`config.mk`:
```
export PLATFORM = sky130hd
export DESIGN_NAME = expr_sched
export DESIGN_NICKNAME = d
export VERILOG_FILES = /design/src/rtl/aec_pkg.sv /design/src/rtl/expr_buf.sv /design/src/rtl/expr_sched.sv
export SDC_FILE = /design/constraint.sdc
export NUM_CORES = 1
export LEC_CHECK = 0
export CORE_AREA = 2 2 154 156
export DETAILED_ROUTE_END_ITERATION = 12
export DIE_AREA = 0 0 156 158
export GPL_TIMING_DRIVEN = 0
export PLACE_DENSITY = 0.71
export SLEW_MARGIN = 30
export SYNTH_ARGS = -nofsm -noshare
export SYNTH_HDL_FRONTEND = slang
export SYNTH_HIERARCHICAL = 1
export SYNTH_SLANG_ARGS = --single-unit
```
`constraint.sdc`:
```
create_clock -name clk -period 3.77 [get_ports clk]
set_clock_uncertainty 0.2 [all_clocks]
set_input_delay 0.5655 -clock clk [delete_from_list [all_inputs] [get_ports clk]]
set_output_delay 0.5655 -clock clk [all_outputs]
set_load 0.01 [all_outputs]
```
`src/rtl/aec_pkg.sv`:
```
// rtl/aec_pkg.sv - shared constants and state types for the expression scheduler
package aec_pkg;

  localparam logic [7:0] ASCII_EQ = 8'd61;
  localparam int         MAX_LEN  = 16;
  localparam int         TIMEOUT  = 64;

  typedef enum logic [2:0] {
    S_IDLE,
    S_STREAM,
    S_WAIT,
    S_GAP,
    S_OUT
  } sched_state_t;

  typedef enum logic [1:0] {
    B_LOAD,
    B_PEND,
    B_OVF
  } buf_state_t;

endpackage

```
`src/rtl/expr_buf.sv`:
```
// rtl/expr_buf.sv - per-requester expression buffer (LOAD / PEND / OVF)
module expr_buf #(
  parameter int LEN = aec_pkg::MAX_LEN,
  localparam int IW = $clog2(LEN),
  localparam int CW = $clog2(LEN + 1)
) (
  input  logic          clk,
  input  logic          rst_n,
  input  logic          in_valid,
  input  logic [7:0]    in_data,
  output logic          in_ready,
  input  logic          rel,
  input  logic [IW-1:0] rd_idx,
  output logic [7:0]    rd_data,
  output logic          pend,
  output logic          err,
  output logic [CW-1:0] len
);
  import aec_pkg::*;

  buf_state_t    st;
  logic [CW-1:0] cnt;
  logic [7:0]    mem [LEN];
  logic          acc;
  logic          is_eq;
  logic          full;

  assign in_ready = (st != B_PEND);
  assign acc      = in_valid && in_ready;
  assign is_eq    = (in_data == ASCII_EQ);
  assign full     = (cnt == CW'(LEN));
  assign pend     = (st == B_PEND);
  assign len      = cnt;
  assign rd_data  = mem[rd_idx];

  // Buffer state, write index and error tag; release from the scheduler empties it.
  always_ff @(posedge clk or negedge rst_n) begin
    if (!rst_n) begin
      st  <= B_LOAD;
      cnt <= '0;
      err <= 1'b0;
    end else if (rel) begin
      st  <= B_LOAD;
      cnt <= '0;
      err <= 1'b0;
    end else if (acc) begin
      case (st)
        B_LOAD: begin
          if (is_eq) begin
            st  <= B_PEND;
            err <= (cnt == '0);
          end else if (full) begin
            st <= B_OVF;
          end else begin
            cnt <= cnt + CW'(1);
          end
        end
        B_OVF: begin
          if (is_eq) begin
            st  <= B_PEND;
            err <= 1'b1;
          end
        end
        default: ;
      endcase
    end
  end

  // Character storage; the terminator and overflow characters are never written.
  always_ff @(posedge clk) begin
    if (acc && st == B_LOAD && !is_eq && !full) begin
      mem[cnt[IW-1:0]] <= in_data;
    end
  end

endmodule

```
`src/rtl/expr_sched.sv`:
```
// rtl/expr_sched.sv - two-requester expression scheduler in front of a shared evaluator
module expr_sched #(
  parameter int MAX_LEN = aec_pkg::MAX_LEN,
  parameter int TIMEOUT = aec_pkg::TIMEOUT
) (
  input  logic       clk,
  input  logic       rst_n,
  input  logic [1:0] in_valid,
  input  logic [7:0] in_data0,
  input  logic [7:0] in_data1,
  output logic [1:0] in_ready,
  output logic [7:0] eval_ascii,
  output logic       eval_ready,
  input  logic       eval_valid,
  input  logic [6:0] eval_result,
  output logic       out_valid,
  output logic       out_id,
  output logic [6:0] out_result,
  output logic       out_err,
  input  logic       out_ready
);
  import aec_pkg::*;

  localparam int IW = $clog2(MAX_LEN);
  localparam int CW = $clog2(MAX_LEN + 1);
  localparam int TW = $clog2(TIMEOUT + 1);

  sched_state_t  state;
  sched_state_t  state_nx;
  logic [1:0]    pend;
  logic [1:0]    err;
  logic [1:0]    rel;
  logic [CW-1:0] len [2];
  logic [7:0]    rd_data [2];
  logic [CW-1:0] idx;
  logic [TW-1:0] tcnt;
  logic          cur;
  logic          rr_last;
  logic          grant_any;
  logic          grant_id;
  logic          tmo;

  expr_buf #(.LEN(MAX_LEN)) u_buf0 (
    .clk      (clk),
    .rst_n    (rst_n),
    .in_valid (in_valid[0]),
    .in_data  (in_data0),
    .in_ready (in_ready[0]),
    .rel      (rel[0]),
    .rd_idx   (idx[IW-1:0]),
    .rd_data  (rd_data[0]),
    .pend     (pend[0]),
    .err      (err[0]),
    .len      (len[0])
  );

  expr_buf #(.LEN(MAX_LEN)) u_buf1 (
    .clk      (clk),
    .rst_n    (rst_n),
    .in_valid (in_valid[1]),
    .in_data  (in_data1),
    .in_ready (in_ready[1]),
    .rel      (rel[1]),
    .rd_idx   (idx[IW-1:0]),
    .rd_data  (rd_data[1]),
    .pend     (pend[1]),
    .err      (err[1]),
    .len      (len[1])
  );

  assign tmo = (tcnt == TW'(TIMEOUT - 1));

  // Round-robin arbitration: on a tie the requester not served last wins.
  always_comb begin
    grant_any = |pend;
    grant_id  = 1'b0;
    if (pend == 2'b11) begin
      grant_id = ~rr_last;
    end else begin
      grant_id = pend[1];
    end
  end

  // Scheduler state register.
  always_ff @(posedge clk or negedge rst_n) begin
    if (!rst_n) begin
      state <= S_IDLE;
    end else begin
      state <= state_nx;
    end
  end

  // Next-state, evaluator stream and buffer release decode.
  always_comb begin
    state_nx   = state;
    rel        = 2'b00;
    eval_ascii = 8'd0;
    eval_ready = 1'b0;
    out_valid  = 1'b0;
    case (state)
      S_IDLE: begin
        if (grant_any) begin
          if (err[grant_id]) begin
            rel[grant_id] = 1'b1;
            state_nx      = S_OUT;
          end else begin
            state_nx = S_STREAM;
          end
        end
      end
      S_STREAM: begin
        eval_ready = (idx == '0);
        if (idx == len[cur]) begin
          eval_ascii = ASCII_EQ;
          rel[cur]   = 1'b1;
          state_nx   = S_WAIT;
        end else begin
          eval_ascii = rd_data[cur];
        end
      end
      S_WAIT: begin
        if (eval_valid || tmo) begin
          state_nx = S_GAP;
        end
      end
      S_GAP: begin
        state_nx = S_OUT;
      end
      S_OUT: begin
        out_valid = 1'b1;
        if (out_ready) begin
          state_nx = S_IDLE;
        end
      end
      default: state_nx = S_IDLE;
    endcase
  end

  // Job datapath: grant bookkeeping, stream index, timeout counter and result capture.
  always_ff @(posedge clk or negedge rst_n) begin
    if (!rst_n) begin
      cur        <= 1'b0;
      rr_last    <= 1'b1;
      idx        <= '0;
      tcnt       <= '0;
      out_id     <= 1'b0;
      out_result <= 7'd0;
      out_err    <= 1'b0;
    end else begin
      case (state)
        S_IDLE: begin
          if (grant_any) begin
            cur     <= grant_id;
            rr_last <= grant_id;
            out_id  <= grant_id;
            idx     <= '0;
            if (err[grant_id]) begin
              out_err    <= 1'b1;
              out_result <= 7'd0;
            end
          end
        end
        S_STREAM: begin
          idx  <= idx + CW'(1);
          tcnt <= '0;
        end
        S_WAIT: begin
          tcnt <= tcnt + TW'(1);
          if (eval_valid) begin
            out_result <= eval_result;
            out_err    <= 1'b0;
          end else if (tmo) begin
            out_result <= 7'd0;
            out_err    <= 1'b1;
          end
        end
        default: ;
      endcase
    end
  end

endmodule

```
==> results.md <==
- Status: finished clean
- Post-synth top area share: 61.4%
- Area after DPL: 13500 um2
- Non-filler instance count after layout: 1107
- Syn avg cell area: 17.7 um2
- Critical path launch point type: register
- Worst vdd ir: 0.407 mV
- Initial Util: 54.3%
- Top_reg_cell synth: edfxtp_1
- Total I/O pin count: 50
- Area leader, netlist: edfxtp_1
- CTS buffer count: 31
- Via Count: 6910
- Synthesized instance count: approximately 710
- Tot GR Track Use: 22.0%
- #FFs+latches synth: 297
- Mapped cell area: 12500 um2
- Clock-pin slew of the registers on the worst-case setup and hold paths: 0.06 ns
- Die Area: about 25000 um2
- Core box area: 23100 um2
- Rows: 56
- Vias in the first global route: 7086
- Largest fanout on the critical path: 10
- Global-route wire length before repair: ~41000 um
- Post-Synth Simple-Gate Area: about 6.6%
- Most frequent CP cell: nand2_1
- Post-DP HPWL: 17500 um
- Final Critical Period: 3.74 ns
- Required @ worst endpoint: ~3.0 ns
- Die Span Y: 158 um
- Worst Hold Class: primary input to async pin
- Worst-skew pair later-pin latency: 0.54 ns
- Initial antenna violation count: 0
- Multiplexer share of the synthesized area: a little over an eighth
- Pre-Repair DR Iteration Count: 5
- Fmax: 268 MHz
- Slowest stage cell, crit path: mux4_1
- Period utilisation layout: 99.1%
- Synth top area cells: edfxtp_1 (61%), mux4_2 (9.0%), dfrtp_1 (8.0%)
- XOR/XNOR Fraction of Synth Area: less than 1%
- Root Driver: clkbuf_16
- CP endpoint kind: output port
- EDFF count, synth: 256
- Adder-cell share of the synthesized area: 1.10%
- Rel. slew slack: 39.8%
- Antenna diode count: 0
- Buffers added on ports: 49
- Critical path class: register to output port
- Crit path DAT: 2.97 ns
- Slowest stage delay, CP: 0.59 ns
- Measured slew at the worst slew-check pin: around 0.9 ns
- Dpl cells: 1050
- Largest net degree at the start of global routing: 30
- Final wirelength: 26400 um
- Horiz. Die Dim: about 160 um
- Final instance area: 14700 um2
- Syn. warnings: 6
- Final hold violation count: 0
- Async SR Flop Fraction: 13.8%
- DR vias/cell: between 6 and 7
- Synth Area in Compound Gates: between 6 and 7%
- Area Growth Syn to Fin: 17.3%
- P_leak: 0.00498 uW
- Core Util, Final: 63.7%
- Netlist cell types: 69
- Initial drt markers: 536
- Sink Count: about 300
- Sequential-to-total area share from yosys stat: 69.6%
- DRC: 0
- Gp weighted congestion: about 0.81
- Syn Nets: 746
- Total global routing overflow: 0
- Largest family of logic cells by synthesized area: multiplexers
- CTS tree: done
- Final setup violation count: 0
- Post-route ant nets: 0
- RSZ-0062 raised after global routing: true
- H-tree Lvls: 1
- Max-cap viol count: 0
- Fin. max-slew vios: 0
- Worst path cell trace: buf_6 > buf_8 > mux4_1 > a22oi_2 > nand2_1 > mux2_2 > nand2_1 > o21ai_0 > dlygate4sd2_1
- Share of layout cells above drive strength 1: 23.5%
- PwrDens: between 700 and 800 nW/um2
- # nets final: between 800 and 900
- Post-Place Worst Slack: -0.156 ns
- CTS Buffer Depth: 3
- WL/cell: 23.8 um
- Post-layout worst setup margin: 0.0338 ns
-- repair_timing --
action                                  4_1_cts  5_1_grt
hold buffers                                  1        0
gates resized for setup                      42       16
endpoints found under the hold margin        13        0
endpoints found under the setup margin        8        7
pin swaps                                     1        0
buffers inserted                              1        0
-- layout make-up --
type                       count  area, um2
inverter                      19       71.3
tap                          290        363
clock buffer                  35        791
multi-input combinational    356       3710
fill                        1559       8370
timing repair buffer          56        543
clock inverter                21        193
buffer                        33        292
sequential                   297       8720
-- layout by cell type, fill, tap and decap left out, types with 6 or more instances in the layout --
| master | Yosys | final |
|---|---|---|
| dlygate4sd2_1 | 0 | 6 |
| mux4_2 | 50 | 50 |
| a22oi_1 | 32 | 18 |
| mux2_2 | 6 | 6 |
| clkinv_1 | 0 | 7 |
| nor2_1 | 30 | 26 |
| a211oi_1 | 7 | 7 |
| nand2_1 | 42 | 39 |
| clkbuf_1 | 10 | 10 |
| ha_1 | 11 | 11 |
| clkbuf_16 | 0 | 31 |
| mux2i_1 | 12 | 12 |
| o21ai_0 | 17 | 17 |
| edfxtp_1 | 256 | 256 |
| buf_2 | 10 | 8 |
| nor3_2 | 1 | 12 |
| nand3_1 | 9 | 9 |
| a21oi_1 | 7 | 7 |
| dfrtp_1 | 40 | 36 |
| inv_1 | 19 | 19 |
| clkdlybuf4s50_1 | 0 | 41 |
| a22oi_2 | 0 | 14 |
| mux4_1 | 14 | 14 |
| xnor2_1 | 7 | 7 |
| a22o_1 | 8 | 8 |
-- stage by stage --
| stage | hold WS [ns] | total power [uW] | setup TNS, ns |
|---|---|---|---|
| 2_1_floorplan | 0.0699 | 6440 | 0 |
| 3_3_place_gp | 0.275 | 7520 | -17.18 |
| 3_5_place_dp | 0.275 | 7660 | -0.480 |
| 4_1_cts | 0.244 | 10700 | -0.00127 |
| 5_1_grt | 0.264 | 11200 | -0.401 |
| 6_report | 0.249 | 10700 | 0 |
-- metal layers --
metal | vias up | track usage, % | wire, um
met1 | 3574 | 30.0 | 10900
met2 | 251 | 36.9 | 13100
met4 | 0 | 6.86 | 758
li1 | 3037 | - | -
met3 | 48 | 3.56 | 1570
met5 | - | 0 | 0
-- registers in the layout, indices dropped and copies added (netlist names), 3 cells and up --
register,count
u_buf1/mem,128
state,3
tcnt,7
u_buf1/len,5
u_buf0/mem,128
out_result,7
u_buf0/len,5
idx,5
-- cell usage after synthesis, types with 3 or more instances --
library cell / count
nor3b_1: 4
clkbuf_1: 10
buf_2: 10
inv_1: 19
mux4_1: 14
xor2_1: 3
nor4_1: 6
o211ai_1: 3
nand2_1: 42
dfrtp_1: 40
and2_1: 5
ha_1: 11
nand3_1: 9
nand2b_1: 5
nand4bb_1: 3
clkdlybuf4s25_2: 3
mux4_2: 50
nor2_1: 30
buf_1: 4
mux2i_1: 12
a211oi_1: 7
buf_6: 6
a21oi_1: 7
a22o_1: 8
o22ai_1: 3
nor2b_1: 5
o31ai_1: 4
o21ai_0: 17
a22oi_1: 32
xnor2_1: 7
edfxtp_1: 256
or3_1: 4
nand4_1: 3
mux2_2: 6
nor3_1: 16
-- final timing paths --
path | cells after the start | slack [ns] | start | to
worst min-delay path | 2 | 0.25 | rst_n | u_buf1/len[3]$_DFFE_PN0P_
worst max-delay path | 9 | 0.03 | idx[0]$_DFFE_PN0P_ | eval_ascii[4]
worst max register to register | 7 | 0.95 | state[2]$_DFFE_PN0P_ | u_buf1/len[2]$_DFFE_PN0P_
max in group asynchronous | 3 | 2.59 | rst_n | rr_last$_DFFE_PN1P_
worst min register to register | 1 | 0.30 | out_result[2]$_DFFE_PN0P_ | out_result[2]$_DFFE_PN0P_
min in group clk | 1 | 0.30 | out_result[2]$_DFFE_PN0P_ | out_result[2]$_DFFE_PN0P_
-- logic make-up (layout without fill, tap and decap cells) --
kind of cell / Yosys count / in the layout
simple gates: 151 / 151
compound gates: 101 / 101
xor+xnor: 10 / 10
flops: 297 / 297
mux: 83 / 83
fa+ha+maj: 11 / 11
buf+inv: 53 / 164
-- report_power, final --
group	leakage [uW]	switching, uW	total, uW	internal [uW]
Combinational	0.00168	1980	3650	1680
Clock	0.000471	1210	2920	1710
Sequential	0.00282	244	4140	3890
-- worst max-delay path, delay by kind of cell (launching register included) --
kind	cells	cell delay [ns]
compound gates	2	0.35
buf+inv	3	0.64
flops	1	0.41
mux	2	0.86
simple gates	2	0.17
No activity file was read; power rests on OpenSTA's default activity.
